## config.mk

```make
export PLATFORM = sky130hd
export DESIGN_NAME = layer_mem_write_ctr
export DESIGN_NICKNAME = d
export VERILOG_FILES = /design/src/rtl/layer_mem_write_ctr.sv
export SDC_FILE = /design/constraint.sdc
export NUM_CORES = 1
export LEC_CHECK = 0
export BUFFER_PORTS_ARGS = -buffer_cell sky130_fd_sc_hd__buf_2
export CORE_MARGIN = 1
export CORE_UTILIZATION = 25
export DETAILED_ROUTE_END_ITERATION = 8
export HOLD_SLACK_MARGIN = 0.12
export SYNTH_ARGS = -nofsm -noshare
export SYNTH_HDL_FRONTEND = slang
export SYNTH_SLANG_ARGS = --single-unit
export TNS_END_PERCENT = 30
```

## constraint.sdc

```tcl
create_clock -name clk -period 1.7 [get_ports clk]
set_clock_uncertainty 0.1 [all_clocks]
set_input_delay 0.34 -clock clk [delete_from_list [all_inputs] [get_ports clk]]
set_output_delay 0.34 -clock clk [all_outputs]
set_load 0.02 [all_outputs]
```

## src/rtl/layer_mem_write_ctr.sv

```systemverilog
// Write-address generator and write-enable sequencer for a layer's output RAM.
// It waits START_DELAY enabled cycles, then writes one word per valid result across CHANNELS x DEPTH addresses.
module layer_mem_write_ctr #(
    parameter int DEPTH       = 16,
    parameter int CHANNELS    = 1,
    parameter int START_DELAY = 1,
    parameter int ADDR_W      = 4,
    parameter int CH_W        = 1
) (
    input  logic              clk,
    input  logic              reset,
    input  logic              enable,
    input  logic              start,
    input  logic              in_valid,
    output logic [ADDR_W-1:0] addr,
    output logic [CH_W-1:0]   ch,
    output logic              we,
    output logic              busy,
    output logic              done
);

    localparam int IDX_W = (DEPTH > 1) ? $clog2(DEPTH) : 1;
    localparam int DLY_W = (START_DELAY > 1) ? $clog2(START_DELAY) : 1;
    localparam logic [IDX_W-1:0] LAST_IDX = IDX_W'(DEPTH - 1);
    localparam logic [CH_W-1:0]  LAST_CH  = CH_W'(CHANNELS - 1);
    localparam logic [DLY_W-1:0] LAST_DLY = DLY_W'((START_DELAY > 0) ? START_DELAY - 1 : 0);

    if (DEPTH < 1 || CHANNELS < 1) begin : g_bad_geometry
        $error("layer_mem_write_ctr: DEPTH and CHANNELS must both be >= 1");
    end
    if (DEPTH * CHANNELS > 2**ADDR_W) begin : g_bad_addr_w
        $error("layer_mem_write_ctr: DEPTH*CHANNELS does not fit in ADDR_W bits");
    end
    if (CH_W < ((CHANNELS > 1) ? $clog2(CHANNELS) : 1)) begin : g_bad_ch_w
        $error("layer_mem_write_ctr: CH_W too narrow for CHANNELS");
    end

    typedef enum logic [1:0] {
        S_IDLE,
        S_DELAY,
        S_WRITE,
        S_DONE
    } state_e;

    state_e            state_q;
    logic [ADDR_W-1:0] addr_q;
    logic [CH_W-1:0]   ch_q;
    logic [IDX_W-1:0]  idx_q;
    logic [DLY_W-1:0]  dly_q;
    logic              busy_q;
    logic              done_q;
    logic              last_word;

    assign last_word = (idx_q == LAST_IDX) && (ch_q == LAST_CH);

    // NOTE: we is a continuous function of state and inputs, so a start pulse suppresses the write in its own cycle.
    assign we = (state_q == S_WRITE) && enable && in_valid && !start;

    // NOTE: all state uses non-blocking assignments so every register sees pre-edge values of the others.
    always_ff @(posedge clk or negedge reset) begin
        if (!reset) begin
            state_q <= S_IDLE;
            addr_q  <= '0;
            ch_q    <= '0;
            idx_q   <= '0;
            dly_q   <= '0;
            busy_q  <= 1'b0;
            done_q  <= 1'b0;
        end else if (start) begin
            state_q <= S_IDLE;
            addr_q  <= '0;
            ch_q    <= '0;
            idx_q   <= '0;
            dly_q   <= '0;
            busy_q  <= 1'b0;
            done_q  <= 1'b0;
        end else begin
            case (state_q)
                S_IDLE: begin
                    if (enable) begin
                        busy_q <= 1'b1;
                        dly_q  <= '0;
                        if (START_DELAY > 0) state_q <= S_DELAY;
                        else                 state_q <= S_WRITE;
                    end
                end
                S_DELAY: begin
                    if (enable) begin
                        if (dly_q == LAST_DLY) state_q <= S_WRITE;
                        else                   dly_q   <= dly_q + DLY_W'(1);
                    end
                end
                S_WRITE: begin
                    if (we) begin
                        if (last_word) begin
                            // The final address and channel are held, not wrapped.
                            state_q <= S_DONE;
                            busy_q  <= 1'b0;
                            done_q  <= 1'b1;
                        end else begin
                            addr_q <= addr_q + ADDR_W'(1);
                            if (idx_q == LAST_IDX) begin
                                idx_q <= '0;
                                ch_q  <= ch_q + CH_W'(1);
                            end else begin
                                idx_q <= idx_q + IDX_W'(1);
                            end
                        end
                    end
                end
                S_DONE: begin
                    state_q <= S_DONE;
                end
                default: begin
                    state_q <= S_IDLE;
                end
            endcase
        end
    end

    assign addr = addr_q;
    assign ch   = ch_q;
    assign busy = busy_q;
    assign done = done_q;

endmodule
```

==> results of run 1 <==
cell usage after synthesis (all sizes together):
cell	n
nor2b	1
buf	2
nor3	1
or3	1
clkbuf	1
a31o	1
nand2b	2
and4b	2
or4	2
o31ai	1
ha	2
a21oi	12
nand4b	2
o41ai	1
inv	1
nand2	2
nand3b	2
or3b	1
o21ai	6
mux2	1
a31oi	1
nand3	5
nor2	4
a41oi	1
dfrtp	13
state kept, by name, summed over array words and instances, names as in the netlist:
register and count:
addr 4, busy 1, state_q 2, ch 1, done 1, idx_q 4
timing repair:
action | in CTS | in global routing
setup buffers | 0 | 5
hold buffers | 1 | 0
hold endpoints to repair | 13 | 0
resized for setup | 0 | 7
endpoints found under the setup margin | 0 | 3
routing by layer:
| layer | vias to the layer above | GRT usage | share of wire |
|---|---|---|---|
| li1 | 309 | - | - |
| met1 | 294 | 0.1599 | 0.49 |
| met2 | 16 | 0.1728 | 0.45 |
| met3 | 2 | 0.04167 | 0.055 |
| met4 | 0 | 0.05128 | 0.0081 |
| met5 | - | 0 | 0 |
area by class of cell:
| class | instances | area [µm²] |
|---|---|---|
| timing repair buffer | 24 | 152.6 |
| fill | 261 | 1610 |
| multi-input combinational | 51 | 365.4 |
| sequential | 13 | 326.6 |
| tap | 30 | 37.54 |
| inverter | 1 | 3.754 |
| clock buffer | 4 | 26.28 |
path summary, 6_finish.rpt:
check                      startpoint  cells after the start         end  slack (ps)
max                          idx_q[1]                      5     addr[0]          30
min                             start                      2     addr[3]         310
max reg2reg                  idx_q[1]                      5     addr[0]          30
min reg2reg                      done                      2        done         400
max in group asynchronous       reset                      2  state_q[1]         880
min in group asynchronous       reset                      2        done         380
worst max-delay path: stages, from the launching register on:
cell and delay (ps):
dfrtp_1 440, ha_4 210, and4b_2 250, buf_4 150, or3_4 320, a21oi_2 130
cell families (layout without fill, tap and decap cells):
logic type	Yosys count	in the layout	synth area share
AO/OA/AOI/OAI	23	23	0.1902
adder cells (fa/ha/maj)	2	2	0.03656
buffers and inverters	4	29	0.03472
multiplexers	1	1	0.01645
AND/OR/NAND/NOR	25	25	0.2468
flip-flops	13	13	0.4753
stage by stage:
| step | hold slack [ps] | area, µm² | cells | setup TNS (ps) | util |
|---|---|---|---|---|---|
| detailed placement | 146.6 | 809.5 | 113 | 0 | 0.3209 |
| global placement | 146.8 | 809.5 | 113 | 0 | 0.3209 |
| CTS | 305.2 | 845.8 | 118 | 0 | 0.3353 |
| floorplan | -55.59 | 686.9 | 68 | 0 | - |
| global route | 309.0 | 912.1 | 123 | -44.38 | 0.3616 |
| finish | 308.6 | 912.1 | 123 | 0 | 0.3616 |
where the power goes:
part	internal, W	switching (W)	leakage, nW
clock	0.0000909	0.0000957	0.0150
combinational	0.0000264	0.0000340	0.223
sequential	0.000316	0.00000621	0.177
total	0.000434	0.000136	0.415
placed cells by master, fill, tap and decap left out, drive strengths merged, types with 2 or more instances in the layout:
| cell type | n |
|---|---|
| dfrtp | 13 |
| and4b | 2 |
| nand3b | 2 |
| ha | 2 |
| clkbuf | 4 |
| nand2b | 2 |
| nand3 | 5 |
| a21oi | 12 |
| nand4b | 2 |
| nor2 | 4 |
| buf | 23 |
| o21ai | 6 |
| or4 | 2 |
| nand2 | 2 |
==> flow_summary.json, run 1 <==
{
  "run_status": "completed",
  "final_hold_viol_count": 0,
  "min_path_type": "primary input to flip-flop",
  "fp.dieW_um": 54.32,
  "p_total_w": 0.0005695,
  "fin_crit_sh": 0.9829,
  "syn_nets": 75,
  "worst-endpoint-required_ps": 1800,
  "initial_core_util": 0.2713,
  "flow.area_growth_from_synthesis_pct": 33.27,
  "dp_hpwl_um": 994.5,
  "die_y_um": 54.32,
  "grt_first_pass_wirelength_um": 2470,
  "core_area_um2": 2522,
  "critical_path_class": "flip-flop to flip-flop",
  "gr-total-overflow": 0,
  "antennaDiodeCount": 0,
  "route.vias.total": 621,
  "final.setup.worst_slack_ps": 29.04,
  "1st_pass_router_iterations": 4,
  "synth_cell_types": 27,
  "slew_headroom": 0.7913,
  "cts_num_sinks": 13,
  "synth_largest_area_cell": "dfrtp_1",
  "power_density_nw_per_um2": 624.3,
  "detail-route-antenna-nets": 0,
  "crit_path_max_fo": 7,
  "total_number_of_yosys_warnings": 0,
  "max_freq_mhz": 598.5,
  "final_max_slew_viol_count": 0,
  "end_kind": "flip-flop",
  "grt_max_degree": 16,
  "rows": 18,
  "report.final.setup_viol": 0,
  "io_buffer_count": 12,
  "dpl_worst_slack_ps": 58.58,
  "gpl.final_weighted_congestion": 0.7226,
  "route.detailed.wl_per_inst_um": 12.08,
  "synth.ff_latch_count": 13,
  "pin_count": 13,
  "worstPathArrival_ps": 1770,
  "clk_transition_reported_paths_ps": 80,
  "cts_root_buf": "clkbuf_4",
  "synth_area_per_cell_um2": 10.06,
  "first_global_vias": 529,
  "synth.top_cells.by_area": "dfrtp_1, a21oi_1, o21ai_0",
  "ys_seq_area_frac": 0.4753,
  "max-cap-violations": 0,
  "fin_nets": 101,
  "worst_skew_pair.late_latency_ps": 270,
  "yosysTopAreaCellShare": 0.4753,
  "postSynthCellCount": 68,
  "vdd.ir_drop.worst_v": 0.0004702,
  "floorplan.die_area_um2": 2951,
  "static-leakage-power_nw": 0.4151,
  "max_slew.worst_pin.slew_ps": 309.0,
  "grt_antenna_before_repair": 0,
  "layout-drive-gt1-share": 0.3871,
  "post_synth_instance_area_um2": 684.4,
  "detail_route.drc_violations": 0,
  "period_minus_slack_ps": 1671,
  "clk_path_buf_depth": 2,
  "track_usage": 0.1198,
  "grt_setup_unrepaired": "true",
  "vias_per_cell": 5.049,
  "h-tree-depth": 1,
  "cts_made_buffers": 3,
  "clock_tree_from_tritoncts": "built",
  "drtIter0Drc": 5,
  "setup.worst_path.start_class": "flip-flop",
  "drt_wl_total_um": 1486
}
Note: power is estimated with default switching activity, not from simulation.
==> run 2, diff against run 1 <==
Settings changed: SETUP_SLACK_MARGIN set to 0.05.
==> flow_summary.json, run 2 (synthesis results as in run 1) <==
{
  "drtIter0Drc": 9,
  "slew_headroom": 0.7589,
  "grt_antenna_before_repair": 0,
  "worst_skew_pair.late_latency_ps": 280,
  "initial_core_util": 0.2713,
  "worstHoldPathCells": 3,
  "max_slew.worst_pin.slew_ps": 356.9,
  "report.final.setup_viol": 0,
  "critPathTopFamily": "simple AND/OR/NAND/NOR gates",
  "place_inst": 110,
  "vias_per_cell": 5.292,
  "io_buffer_count": 12,
  "critical_path_class": "flip-flop to flip-flop",
  "power_density_nw_per_um2": 631.2,
  "cts_num_sinks": 13,
  "route.detailed.wl_per_inst_um": 12.51,
  "clk_transition_reported_paths_ps": 80,
  "crit_path_cell_trace": "ha_4, and4b_2, or4_4, a21oi_2",
  "period_minus_slack_ps": 1617,
  "track_usage": 0.1133,
  "crit_path_max_fo": 7,
  "clock_tree_from_tritoncts": "built",
  "cts_root_buf": "clkbuf_4",
  "max-cap-violations": 0,
  "final.setup.worst_slack_ps": 82.84,
  "dpl_worst_slack_ps": 38.87,
  "flow.area_growth_from_synthesis_pct": 32.72,
  "core_area_um2": 2522,
  "layout_commonest_cell": "buf_2",
  "route.vias.total": 635,
  "gr-total-overflow": 0,
  "worst-r2r-setup-slack_ps": 80,
  "run_status": "completed",
  "vdd.ir_drop.worst_v": 0.0004535,
  "commonest_non_fill_non_tap_cells_in_the_layout": "buf_2, a21oi_1, dfrtp_1",
  "die_y_um": 54.32,
  "worstPathArrival_ps": 1730,
  "cts_made_buffers": 3,
  "max_freq_mhz": 618.4,
  "layout-drive-gt1-share": 0.4000,
  "min_path_type": "primary input to flip-flop",
  "cp.buffers_inverters": 0,
  "1st_pass_router_iterations": 4,
  "r2r.worst_path.cells": 4,
  "rows": 18,
  "fin_nets": 98,
  "dp_hpwl_um": 1004,
  "worstReg2RegStart": "idx_q[0]",
  "slowest_delay_ps": 480,
  "worst-endpoint-required_ps": 1810,
  "grt_setup_unrepaired": "true",
  "fp.dieW_um": 54.32,
  "floorplan.die_area_um2": 2951,
  "critical_path.slowest_cell": "or4_4",
  "antennaDiodeCount": 0,
  "grt_max_degree": 16,
  "first_global_vias": 543,
  "setup.worst_path.start_class": "flip-flop",
  "reg2reg_to": "addr[3]",
  "static-leakage-power_nw": 0.3981,
  "grt_first_pass_wirelength_um": 2380,
  "drt_wl_total_um": 1501,
  "detail_route.drc_violations": 0,
  "end_kind": "flip-flop",
  "detail-route-antenna-nets": 0,
  "timing.setup.tns_ps": 0,
  "pin_count": 13,
  "fin_crit_sh": 0.9513,
  "final_max_slew_viol_count": 0,
  "h-tree-depth": 1,
  "worstHoldEndpoint": "state_q[0]",
  "final_cell_count_no_fill": 120,
  "hold-worst-slack_ps": 320.1,
  "hp-start": "in_valid",
  "final_hold_viol_count": 0,
  "clk_path_buf_depth": 2,
  "gpl.final_weighted_congestion": 0.7391
}
run 2: area by class of cell:
type                            count  area (µm²)
Clock buffer                        4       26.28
Fill cell                         267        1614
Inverter                            1       3.754
Multi-Input combinational cell     51       371.6
Sequential cell                    13       329.1
Tap cell                           30       37.54
Timing Repair Buffer               21       140.1
run 2: how the worst max path moves through the flow:
stage          cells past startpoint  slack, ps        from      end
2_1_floorplan                      5         60    idx_q[0]  addr[3]
3_3_place_gp                       4         80    idx_q[0]  addr[3]
3_5_place_dp                       4         40    idx_q[0]  addr[3]
4_1_cts                            4         20    idx_q[0]  addr[3]
5_1_grt                            3         30  state_q[0]       we
6_report                           4         80    idx_q[0]  addr[3]
run 2: worst min-delay path: cells and delay by family:
family	cells	cell delay (ps)
simple gates	1	60
compound gates	1	140
buf+inv	1	130
run 2: report_power, final:
part           internal [W]  total (W)  switching [W]
clock             0.0000910   0.000191       0.000100
combinational     0.0000240  0.0000562      0.0000322
sequential         0.000317   0.000326     0.00000918
total              0.000432   0.000573       0.000142
run 2: stage by stage:
| stage | power (W) | cell area (µm²) | utilization |
|---|---|---|---|
| after floorplan | 0.0003570 | 696.9 | - |
| after global placement | 0.0003809 | 797.0 | 0.3160 |
| after detailed placement | 0.0003819 | 797.0 | 0.3160 |
| after CTS | 0.0005810 | 849.6 | 0.3368 |
| after global routing | 0.0006003 | 908.4 | 0.3601 |
| final | 0.0005733 | 908.4 | 0.3601 |
run 2: routing by layer:
metal | global-route usage | part of all wire
met1 | 0.1577 | 0.48
met2 | 0.1585 | 0.45
met3 | 0.03333 | 0.047
met4 | 0.05128 | 0.018
met5 | 0 | 0
run 2: what timing repair did:
item,in CTS,in global routing
pin swaps,0,0
endpoints found under the setup margin,2,3
resized for setup,1,12
hold endpoints to repair,13,0
buffers inserted,2,3
hold buffers,1,0
